$ cat config.mk
export PLATFORM = sky130hd
export DESIGN_NAME = coin_pulse_conditioner
export DESIGN_NICKNAME = d
export VERILOG_FILES = /design/src/rtl/vend_pkg.sv /design/src/rtl/coin_debounce.sv /design/src/rtl/coin_pulse_conditioner.sv
export SDC_FILE = /design/constraint.sdc
export NUM_CORES = 1
export LEC_CHECK = 0
export CAP_MARGIN = 30
export CORE_MARGIN = 10
export CORE_UTILIZATION = 40
export CTS_BUF_LIST = sky130_fd_sc_hd__clkbuf_4
export DETAILED_ROUTE_END_ITERATION = 12
export PLACE_DENSITY = 0.68
export SYNTH_ARGS = -nofsm -noshare
export SYNTH_HDL_FRONTEND = slang
export SYNTH_SLANG_ARGS = --single-unit
$ cat constraint.sdc
create_clock -name Clock -period 1.5 [get_ports Clock]
set_input_delay 0.15 -clock Clock [delete_from_list [all_inputs] [get_ports Clock]]
set_output_delay 0.15 -clock Clock [all_outputs]
set_load 0.005 [all_outputs]
$ cat src/rtl/vend_pkg.sv
// Shared definitions for the coin front end and the vending FSM.
package vend_pkg;

  // Per-channel debounce state; the encoding is visible to the FSM team.
  typedef enum logic [1:0] {
    IDLE    = 2'b00,
    ARM     = 2'b01,
    HELD    = 2'b10,
    RELEASE = 2'b11
  } chan_state_e;

  // Coin values in cents, consumed by the downstream vending FSM.
  localparam int unsigned NICKEL = 5;
  localparam int unsigned DIME   = 10;

  // A channel counts as "coin present" from acceptance until the release is confirmed.
  function automatic logic is_engaged(input chan_state_e s);
    return (s == HELD) || (s == RELEASE);
  endfunction

endpackage

$ cat src/rtl/coin_debounce.sv
// One coin chute: 2-flop synchronizer, press/release debounce FSM and sample counter.
// o_req is a single-cycle strobe on the ARM->HELD transition; o_held is high in HELD/RELEASE.
module coin_debounce
  import vend_pkg::*;
#(
  parameter int DEBOUNCE_CYCLES = 4  // must be >= 2
) (
  input  logic i_clk,
  input  logic i_rst,
  input  logic i_raw,
  output logic o_req,
  output logic o_held
);

  localparam int CNT_W = $clog2(DEBOUNCE_CYCLES + 1);
  localparam logic [CNT_W-1:0] CNT_MAX = CNT_W'(DEBOUNCE_CYCLES);
  localparam logic [CNT_W-1:0] CNT_ONE = CNT_W'(1);

  logic             r_meta;
  logic             r_sync;
  chan_state_e      r_state;
  chan_state_e      w_state_nxt;
  logic [CNT_W-1:0] r_cnt;
  logic [CNT_W-1:0] w_cnt_nxt;
  logic             w_at_max;

  assign w_at_max = (r_cnt == CNT_MAX);

  // Bring the raw sensor level into the clock domain; only r_sync is used downstream.
  always_ff @(posedge i_clk or posedge i_rst) begin
    if (i_rst) begin
      r_meta <= 1'b0;
      r_sync <= 1'b0;
    end else begin
      r_meta <= i_raw;
      r_sync <= r_meta;
    end
  end

  // Debounce state and stable-sample counter.
  always_ff @(posedge i_clk or posedge i_rst) begin
    if (i_rst) begin
      r_state <= IDLE;
      r_cnt   <= '0;
    end else begin
      r_state <= w_state_nxt;
      r_cnt   <= w_cnt_nxt;
    end
  end

  // Next state: count consecutive stable samples; any opposite sample aborts the count.
  always_comb begin
    w_state_nxt = r_state;
    w_cnt_nxt   = r_cnt;
    o_req       = 1'b0;
    case (r_state)
      IDLE: begin
        if (r_sync) begin
          w_state_nxt = ARM;
          w_cnt_nxt   = CNT_ONE;
        end
      end
      ARM: begin
        if (!r_sync) begin
          w_state_nxt = IDLE;
          w_cnt_nxt   = '0;
        end else if (w_at_max) begin
          w_state_nxt = HELD;
          w_cnt_nxt   = '0;
          o_req       = 1'b1;
        end else begin
          w_cnt_nxt = r_cnt + CNT_ONE;
        end
      end
      HELD: begin
        if (!r_sync) begin
          w_state_nxt = RELEASE;
          w_cnt_nxt   = CNT_ONE;
        end
      end
      RELEASE: begin
        // A high sample here is release bounce: fall back to HELD without a new request.
        if (r_sync) begin
          w_state_nxt = HELD;
          w_cnt_nxt   = '0;
        end else if (w_at_max) begin
          w_state_nxt = IDLE;
          w_cnt_nxt   = '0;
        end else begin
          w_cnt_nxt = r_cnt + CNT_ONE;
        end
      end
      default: begin
        w_state_nxt = IDLE;
        w_cnt_nxt   = '0;
      end
    endcase
  end

  assign o_held = is_engaged(r_state);

endmodule

$ cat src/rtl/coin_pulse_conditioner.sv
// Coin front end: two debounced chutes, nickel-priority arbiter producing
// mutually exclusive one-cycle D/N pulses, and a registered jam flag.
module coin_pulse_conditioner
  import vend_pkg::*;
#(
  parameter int DEBOUNCE_CYCLES = 4
) (
  input  logic Clock,
  input  logic Reset,
  input  logic Dime_raw,
  input  logic Nickel_raw,
  output logic D,
  output logic N,
  output logic Jam
);

  logic w_req_d, w_req_n;
  logic w_held_d, w_held_n;
  logic w_want_d, w_want_n;
  logic w_gnt_d, w_gnt_n;
  logic r_pend_d, r_pend_n;

  coin_debounce #(.DEBOUNCE_CYCLES(DEBOUNCE_CYCLES)) u_dime (
    .i_clk  (Clock),
    .i_rst  (Reset),
    .i_raw  (Dime_raw),
    .o_req  (w_req_d),
    .o_held (w_held_d)
  );

  coin_debounce #(.DEBOUNCE_CYCLES(DEBOUNCE_CYCLES)) u_nickel (
    .i_clk  (Clock),
    .i_rst  (Reset),
    .i_raw  (Nickel_raw),
    .o_req  (w_req_n),
    .o_held (w_held_n)
  );

  // Nickel wins a tie; the dime waits one cycle in its pending flag.
  assign w_want_d = r_pend_d | w_req_d;
  assign w_want_n = r_pend_n | w_req_n;
  assign w_gnt_n  = w_want_n;
  assign w_gnt_d  = w_want_d & ~w_want_n;

  // Pending flags hold an ungranted request; outputs are the registered grants.
  always_ff @(posedge Clock or posedge Reset) begin
    if (Reset) begin
      r_pend_d <= 1'b0;
      r_pend_n <= 1'b0;
      D        <= 1'b0;
      N        <= 1'b0;
      Jam      <= 1'b0;
    end else begin
      r_pend_d <= w_want_d & ~w_gnt_d;
      r_pend_n <= w_want_n & ~w_gnt_n;
      D        <= w_gnt_d;
      N        <= w_gnt_n;
      Jam      <= w_held_d & w_held_n;
    end
  end

endmodule
; Yosys cells after proc, flatten, opt, wreduce, memory -nomap -nowiden
; Index checks and enable logic that the tools add are counted.
[totals]
regBits = 18
input_bits = 4
output_inout_bits = 3
elab_cells = 76
[op_classes]
add_sub_neg = 2
eq_ne = 16
n_mux = 32
bitwise_logic = 6
n_reduce_logical = 8
[op_table]
columns = cell, n
row1 = $mux W3, 10
row2 = $mux W2, 12
row3 = $pmux W3 S4, 2
row4 = $pmux W2 S4, 2
row5 = $eq A2 B2 Y1 const B, 4
row6 = $reduce_and A4 Y1, 2
row7 = $add A3 B1 Y3 const B, 2
row8 = $eq A3 B3 Y1 const B, 2
row9 = $mux W1, 6
row10 = $ne A3 B1 Y1 const B, 2
row11 = $ne A3 B3 Y1 const B, 2
row12 = $eq A2 B1 Y1 const B, 2
row13 = $logic_not A2 Y1, 2
row14 = $ne A2 B1 Y1 const B, 2
row15 = $ne A2 B2 Y1 const B, 2
row16 = $reduce_and A2 Y1, 2
row17 = $and A1 B1 Y1, 3
row18 = $logic_or A1 B1 Y1, 2
row19 = $not A1 Y1, 2
row20 = $or A1 B1 Y1, 1

; Longest topological paths before layout
; Gate-level depths: netlist (run 1).
[depth]
depth_word = 8
ltp_mapped = 5
depth_no_buf = 5

; Modules after synthesis
; Synthesis (run 1) repeated with hierarchy kept, for this count alone.
[hier_totals]
cells_unflattened = 66
hier_area_um2 = 778.2
[modules_own_cells]
columns = module, instances, cells_per_inst, area_per_inst_um2, seq_area_each_um2
row1 = coin_debounce, 2, 29, 325.3, 175.2
row2 = coin_pulse_conditioner, 1, 8, 127.6, 100.1

; Least setup slack after synthesis (run 1)
; Ideal clock, no wire load.
[synth_path]
path_kind = register to register
start = register u_dime.r_cnt[0]
end = register with a tool-made name
setup_time_ns = 0.125
arrival_ns = 1.037
required_time_ns = 1.375
slack_ns = 0.338
stages_incl_launch_ff = 5
path_buffers = 0
cell_sequence = dfrtp_1 > inv_1 > ha_1 > nand3_1 > mux2_2
[synth_lines]
columns = element, line_no
row1 = start: declaration, coin_debounce.sv:23  ; logic [CNT_W-1:0] r_cnt;
row2 = start signal: assignment, coin_debounce.sv:47  ; r_cnt <= w_cnt_nxt;

; Worst setup path after layout (run 1)
[layout_path]
start = register D
end = output D
[layout_lines]
columns = element, line_no
row1 = start: declaration, coin_pulse_conditioner.sv:12  ; output logic D,
row2 = start signal: assignment, coin_pulse_conditioner.sv:56  ; D <= w_gnt_d;
; No word-level cell between the ends.

==> reports/results.txt, run 1 <==
Final RePlAce weighted congestion = 0.727
Post-detail-place hpwl = 891 µm
Row count = 15
Mux share of post-synthesis cell area = 2.97%
Lkg Pwr = 0.395 nW
Number of synthesized flops with an enable pin = 0
Via count of the routed design = 473
Simple-Gate Fraction of Synth Area = 17.0%
TritonCTS clock tree = yes
Asr flop ratio synth = 100%
Slowest CP cell = clkdlybuf4s50_1
Die width = 63.6 µm
Top cell type's share of synthesized area = 59.3%
Inserted Diodes = 0
Proportion of layout cells with a drive suffix above 1 = 13.7%
Total CTS buffers = 3
Setup WS post-layout = 0.218 ns
Met3 usage = 2.30%
Hold-fix buffers, CTS = 0
Final setup violation count = 0
H-tree Lvls = 1
Worst slew pin tran = 0.484 ns
Hold Crit Class = input port to async pin
Status = complete, no violations
Gate Count Post-Synth = 64
Routed WL = 1.19 mm
Main area contributors after synthesis = dfrtp_1 (59%), ha_1 (6.6%), inv_1 (3.5%), nand4_1 (3.3%), mux2_2 (3.0%)
CP Capture Type = primary output
Post-Syn Area = 759 µm²
Crit path kind = flop to primary output
Top FF cell, synth = dfrtp_1
Vias in the first global route = 526
Arrival time at the worst endpoint = 1.13 ns
MaxCap Viol Count = 0
Required time of the critical path = 1.35 ns
PwrDens = 1450 nW/µm²
Top delay family on crit path = buffers and inverters
Unique masters post-synth = 21
Final hold vios = 0
Max VDD drop = 0.722 mV
CP Launch Type = flop
Max Slew Vio Count = 0
Peak per-stage delay on the critical path = 0.50 ns
Synth cell count leaders = dfrtp_1 (18), inv_1 (7), nor2_1 (5)
Cells after DPL = 95
First-pass detailed-route iteration total = 4
Root Driver = clkbuf_4
Vias/cell = 4.83
Critical path buffers and inverters = 1
Synth Area in XOR/XNOR = 3.29%
Global-route wire length before repair = 2.13 mm
Tcrit/Tclk final = 85.5%
Seq/Total Area, Yosys = 59.3%
Non-Filler Instances = 98
Initial antenna violation count = 0
Adder-cell share of the synthesized area = 6.59%
Pin count of the biggest net entering global routing = 19
Slew HR = 67.6%
Chip height = 63.6 µm
Clock Tree Buf Depth = 2
WL per Instance = 12.1 µm
Met2 usage = 9.80%
# Post-CTS Setup Buffers = 0
Port Buf Inserts = 6
Clk sinks = 18
Final worst path period need = 1.28 ns
Worst-path clk slew = 0.10 ns
Grt total ovfl = 0
Later-pin clock latency in the skew report = 0.28 ns
# IOs = 7
Synth warnings = 0
Placeable Area = 1760 µm²
DRT antenna net count = 0
Cell taking the most area after synthesis = dfrtp_1
Syn_area_per_cell = 11.9 µm²
Initial drt markers = 16
Post-synthesis compound-gate area fraction = 6.75%
CP Cell Sequence = clkdlybuf4s50_1
Yosys reg bits = 18
Initial Util = 43.0%
Setup TNS = 0 ns
Residual DRC = 0
Syn Nets = 72
GR peak layer = met2
Final core occ = 49.6%
Die area = 4040 µm²
CTS-repair resized insts = 0
Most common cell in the netlist = dfrtp_1
Final Skew = 0.00536 ns
RSZ-0062 raised after global routing = false
CP max FO = 1
Largest family of logic cells by synthesized area = simple AND/OR/NAND/NOR gates
M1 GR Usage = 7.43%
Overall routing resource usage = 6.43%
Dpl ws = 0.242 ns
Fin nets = 83
Area grow syn2layout = 15.3%
Max Clock Freq = 780 MHz
[routing by layer]
layer	routed length, µm	share of wire (%)
met1	583	49
met2	545	46
met3	49	4.1
met4	10	0.84
met5	0	0
[metrics by stage]
step / power, mW / hold slack (ns) / cell area [µm²]
5_1_grt: 1.36 / 0.202 / 876
4_1_cts: 1.29 / 0.174 / 876
6_report: 1.27 / 0.170 / 876
3_3_place_gp: 1.02 / 0.333 / 853
2_1_floorplan: 0.961 / 0.0886 / 759
3_5_place_dp: 1.06 / 0.337 / 853
[layout make-up]
| type | instances | area (µm²) |
|---|---|---|
| fill | 155 | 888 |
| clock buffer | 3 | 22.5 |
| sequential | 18 | 450 |
| tap | 25 | 31.3 |
| multi-input combinational | 38 | 278 |
| inverter | 7 | 26.3 |
| timing repair buffer | 7 | 67.6 |
[where the power goes]
group / internal, mW / leakage [nW] / total, mW / switching, mW
combinational: 0.147 / 0.152 / 0.325 / 0.178
clock: 0.0932 / 0.0138 / 0.230 / 0.137
sequential: 0.592 / 0.229 / 0.717 / 0.125
total: 0.832 / 0.395 / 1.27 / 0.440
[logic make-up after synthesis]
logic type / count (synthesis)
multiplexers: 2
buffers and inverters: 8
AO/OA/AOI/OAI: 7
adder cells (fa/ha/maj): 4
flip-flops: 18
XOR/XNOR: 2
AND/OR/NAND/NOR: 23
[cell usage in the layout, fill, tap and decap left out, types with 3 or more instances in the layout]
cell,synthesis,routed
clkdlybuf4s50_1,0,6
nor2_1,5,5
nand3_1,3,3
nand2_1,4,4
ha_1,4,4
nand4_1,4,4
inv_1,7,7
clkbuf_4,0,3
dfrtp_1,18,18
[worst paths after layout]
path	start	end	slack, ns	depth (start not counted)
max	D	D	0.22	1
min	Reset	u_dime.r_cnt[2]	0.17	3
max reg2reg	u_nickel.r_cnt[0]	r_pend_d	0.25	5
min reg2reg	u_nickel.r_meta	u_nickel.r_sync	0.36	0
max in group asynchronous	Reset	u_nickel.r_cnt[2]	1.13	3
min in group Clock	Dime_raw	u_dime.r_meta	0.29	1
Note: power is estimated with default switching activity, not from simulation.
==> run 2, diff against run 1 <==
--- a/config.mk
+++ b/config.mk
@@ -10,7 +10,7 @@
 export CORE_UTILIZATION = 40
 export CTS_BUF_LIST = sky130_fd_sc_hd__clkbuf_4
 export DETAILED_ROUTE_END_ITERATION = 12
-export PLACE_DENSITY = 0.68
+export PLACE_DENSITY = 0.7
 export SYNTH_ARGS = -nofsm -noshare
 export SYNTH_HDL_FRONTEND = slang
 export SYNTH_SLANG_ARGS = --single-unit
==> constraint.sdc (replaced) <==
create_clock -name Clock -period 1 [get_ports Clock]
set_input_delay 0.1 -clock Clock [delete_from_list [all_inputs] [get_ports Clock]]
set_output_delay 0.1 -clock Clock [all_outputs]
set_load 0.005 [all_outputs]
==> run 2 against run 1 <==
Against the previous run: the run now ends with setup timing left; die area unchanged; critical path depth is 3 higher; cell count grew 14%; clock power increased by 47%; non-clock buffer count grew 13; cell area rose by 26%.
==> reports/results.txt, run 2 (synthesis results as in run 1) <==
PwrDens = 2330 nW/µm²
Area grow syn2layout = 45.3%
CP max FO = 4
Initial Util = 43.0%
Dpl ws = -0.189 ns
Clock Tree Buf Depth = 2
TritonCTS clock tree = yes
Worst-path clk slew = 0.09 ns
CP Capture Type = flop
Most frequent cells in the layout = dfrtp_1 (16), buf_4 (12)
Lkg Pwr = 0.473 nW
Initial drt markers = 6
Proportion of layout cells with a drive suffix above 1 = 49.4%
Die area = 4040 µm²
Placeable Area = 1760 µm²
Final RePlAce weighted congestion = 0.761
Final Skew = 0.00191 ns
Fin nets = 96
RR Startpoint = u_dime.r_cnt[1]
Hold Crit Class = input port to async pin
Max Slew Vio Count = 0
Row count = 15
Vias/cell = 4.84
H-tree Lvls = 1
Final setup violation count = 12
Clk sinks = 18
Crit path kind = flop to flop
Via count of the routed design = 542
Chip height = 63.6 µm
# IOs = 7
CP Launch Type = flop
Routed WL = 1.38 mm
Vias in the first global route = 515
Slew HR = 84.8%
Overall routing resource usage = 7.08%
Required time of the critical path = 1.17 ns
Port Buf Inserts = 6
Max VDD drop = 1.33 mV
Setup WS post-layout = -0.148 ns
Initial antenna violation count = 0
Layout filler cell count = 138
Worst Setup SP = u_dime.r_cnt[1]
Pin count of the biggest net entering global routing = 19
Grt total ovfl = 0
Most common cell after layout, fill and taps aside = dfrtp_1
Post-detail-place hpwl = 882 µm
MaxCap Viol Count = 0
RSZ-0062 raised after global routing = true
Final hold vios = 0
Tcrit/Tclk final = 115%
Global-route wire length before repair = 2.28 mm
First-pass detailed-route iteration total = 4
Worst slew pin tran = 0.225 ns
Die width = 63.6 µm
Arrival time at the worst endpoint = 1.32 ns
Max Clock Freq = 871 MHz
Status = finished, violations left
Inserted Diodes = 0
WL per Instance = 12.3 µm
Hold_ws = 0.132 ns
Root Driver = clkbuf_4
Total CTS buffers = 3
Later-pin clock latency in the skew report = 0.28 ns
Violations in the final reports = setup timing
DRT antenna net count = 0
Final worst path period need = 1.15 ns
Residual DRC = 0
run 2: cell count changes in the layout (fill, tap and decap cells not counted), sizes merged:
cell,change
clkdlybuf4s15,+2
buf,+13
clkdlybuf4s50,-3
clkbuf,+1
clkinv,+1
run 2: critical path, cell delays in order (launching register included):
cell     delay (ns)
dfrtp_1        0.39
inv_2          0.07
ha_4           0.17
nand3_2        0.08
mux2_2         0.33
run 2: path summary, 6_finish.rpt:
kind / endpoint / slack [ns] / depth (start not counted)
worst max-delay path: flop / -0.15 / 4
worst min-delay path: Jam / 0.13 / 3
worst max register to register: flop / -0.15 / 4
worst min register to register: u_nickel.r_sync / 0.37 / 0
max in group asynchronous: async pin / 0.67 / 3
min in group Clock: u_nickel.r_meta / 0.25 / 1
run 2: stage by stage:
| step | instance area (µm²) | instances | setup TNS [ns] | power, mW | util (%) |
|---|---|---|---|---|---|
| floorplan | 777 | 64 | -0.442 | 1.47 | - |
| global placement | 931 | 103 | -0.839 | 1.77 | 52.8 |
| detailed placement | 931 | 103 | -1.05 | 1.80 | 52.8 |
| CTS | 1050 | 112 | -0.741 | 2.41 | 59.4 |
| global route | 1100 | 112 | -1.64 | 2.74 | 62.6 |
| finish | 1100 | 112 | -0.749 | 2.57 | 62.6 |
run 2: layout make-up:
cell class / instances / area, µm² / share of cell area (%)
clock buffers: 3 / 22.5 / 2.04
clock inverters: 1 / 3.75 / 0.340
inverters: 7 / 26.3 / 2.38
multi-input cells: 38 / 399 / 36.2
flip-flops and latches: 18 / 453 / 41.0
well taps: 25 / 31.3 / 2.83
repair buffers: 20 / 168 / 15.2
run 2: report_power, final:
group | switching, mW | internal (mW)
registers | 0.187 | 0.892
logic | 0.531 | 0.624
clock network | 0.192 | 0.145
run 2: timing repair:
action | CTS | global route
pin swaps | 11 | 7
buffers inserted | 5 | 0
gates resized for setup | 20 | 13
hold buffers | 0 | 0
setup endpoints to repair | 16 | 14
endpoints found under the hold margin | 0 | 0
gates cloned | 0 | 0
run 2: per-layer routing:
layer  routed length (µm)  part of all wire, %  track usage, %
met5                    0                    0               0
met1                  611                   44            8.55
met4                   16                  1.2            1.64
met2                  674                   49            10.4
met3                   75                  5.4            4.24
==> run 3, diff against run 2 <==
--- a/config.mk
+++ b/config.mk
@@ -10,6 +10,7 @@
 export CORE_UTILIZATION = 40
 export CTS_BUF_LIST = sky130_fd_sc_hd__clkbuf_4
 export DETAILED_ROUTE_END_ITERATION = 12
+export GPL_TIMING_DRIVEN = 0
 export PLACE_DENSITY = 0.7
 export SYNTH_ARGS = -nofsm -noshare
 export SYNTH_HDL_FRONTEND = slang
==> run 3 against run 2 <==
Against the previous run: core utilization is 2.1 points lower; sequential power hardly changed; maximum frequency is 2.7% lower; first-iteration DRC count is 67% higher; total power is 1.7% lower; critical path depth is 1 higher; sequential share of layout area is 1.4 points higher; the flow still finishes with violations (setup timing); wire length is 11% higher; sequential cell count stayed put; clock skew is 0.0068 ns higher; worst hold slack better by 0.047 ns.
==> reports/results.txt, run 3 (synthesis results as in run 1) <==
Vias in the first global route = 512
Initial drt markers = 10
Inserted Diodes = 0
Violations in the final reports = setup timing
Overall routing resource usage = 7.54%
Required time of the critical path = 1.23 ns
Placeable Area = 1760 µm²
Total power = 2.53 mW
Pin count of the biggest net entering global routing = 19
Cells after DPL = 95
Total CTS buffers = 3
Int Power = 1.60 mW
MaxCap Viol Count = 0
Root Driver = clkbuf_4
Chip height = 63.6 µm
Switching power total = 0.924 mW
Slew HR = 57.2%
Final Cell Area = 1070 µm²
Reg power frac = 43.3%
Final Skew = 0.00869 ns
RSZ-0062 raised after global routing = true
Post-detail-place hpwl = 833 µm
Hold-fix buffers, CTS = 0
Sequential cell area = 453 µm²
Final core occ = 60.4%
H-tree Lvls = 1
Area grow syn2layout = 40.4%
Hold_ws = 0.178 ns
Later-pin clock latency in the skew report = 0.30 ns
WL per Instance = 13.7 µm
Most common cell after layout, fill and taps aside = dfrtp_1
Dpl ws = -0.213 ns
Status = finished, violations left
Global-route wire length before repair = 2.33 mm
Setup WS post-layout = -0.181 ns
Vias/cell = 5.05
TritonCTS clock tree = yes
Residual DRC = 0
Layout filler cell count = 144
Via count of the routed design = 561
Port Buf Inserts = 6
Worst-path clk slew = 0.10 ns
DRT antenna net count = 0
Tcrit/Tclk final = 118%
Hold Crit Class = input port to async pin
Arrival time at the worst endpoint = 1.41 ns
Die area = 4040 µm²
# IOs = 7
Placed cell area = 868 µm²
Comb power frac = 42.3%
Row count = 15
Final worst path period need = 1.18 ns
Initial antenna violation count = 0
First-pass detailed-route iteration total = 4
Clk sinks = 18
Multi-input logic area = 385 µm²
Fin nets = 95
Max Clock Freq = 847 MHz
Routed WL = 1.52 mm
Final RePlAce weighted congestion = 0.691
Sw Ratio = 36.6%
Crit path kind = flop to flop
Clock network power share = 14.5%
Final setup violation count = 11
Clock Tree Buf Depth = 2
Lkg Pwr = 0.463 nW
Max VDD drop = 1.26 mV
CP Launch Type = flop
Die width = 63.6 µm
Most frequent cells in the layout = dfrtp_1 (16), buf_4 (11)
Setup TNS = -1.08 ns
CP max FO = 3
CP Capture Type = flop
Proportion of layout cells with a drive suffix above 1 = 50.0%
Max Slew Vio Count = 0
Final hold vios = 0
Worst slew pin tran = 0.642 ns
Initial Util = 43.0%
PwrDens = 2370 nW/µm²
Non-Filler Instances = 111
Grt total ovfl = 0
## run 3: cell count changes in the layout (fill, tap and decap cells not counted), moves of 2 or more
cell             before  now
clkdlybuf4s15_1       2    0
ha_4                  4    2
nor2_1                2    4
nor2_2                3    1
clkbuf_2              1    4
nand2_1               4    2
nand2_2               0    2
## run 3: worst max-delay path: stages (launching register included)
cell and delay (ns):
dfrtp_1 0.41, inv_2 0.09, ha_4 0.15, nand3_4 0.09, nor3b_4 0.21, nor2b_4 0.16
## run 3: per-layer routing
layer / wire length [µm] / track usage (%)
met1: 639 / 8.72
met2: 751 / 10.4
met3: 79 / 2.83
met4: 52 / 6.83
met5: 0 / 0
## run 3: layout make-up
type,instances,share of cell area (%)
Multi-Input combinational cell,38,36.2
Sequential cell,18,42.5
Tap cell,25,2.93
Inverter,7,2.46
Clock buffer,3,2.11
Clock inverter,1,0.352
Timing Repair Buffer,18,13.0
Buffer,1,0.469
## run 3: path summary, 6_finish.rpt
check | start | endpoint | slack [ns] | cells after the start
setup reg to reg | u_nickel.r_cnt[1] | r_pend_d | -0.18 | 5
min in group Clock | Nickel_raw | u_nickel.r_meta | 0.23 | 1
setup / recovery | u_nickel.r_cnt[1] | r_pend_d | -0.18 | 5
hold reg to reg | u_nickel.r_meta | u_nickel.r_sync | 0.36 | 0
max in group asynchronous | Reset | async pin | 0.38 | 2
hold / removal | Reset | Jam | 0.18 | 2
## run 3: timing repair
item | in CTS | in global routing
cloned | 0 | 0
buffers inserted | 8 | 5
resized for setup | 19 | 13
endpoints found under the setup margin | 16 | 16
pin swaps | 11 | 7
## run 3: power groups by stage
stage	logic [mW]	registers (mW)	clock network, mW
global placement	0.532	1.04	0
CTS	0.944	1.05	0.380
floorplan	0.447	1.02	0
global route	1.17	1.12	0.420
finish	1.07	1.09	0.365
detailed placement	0.576	1.06	0
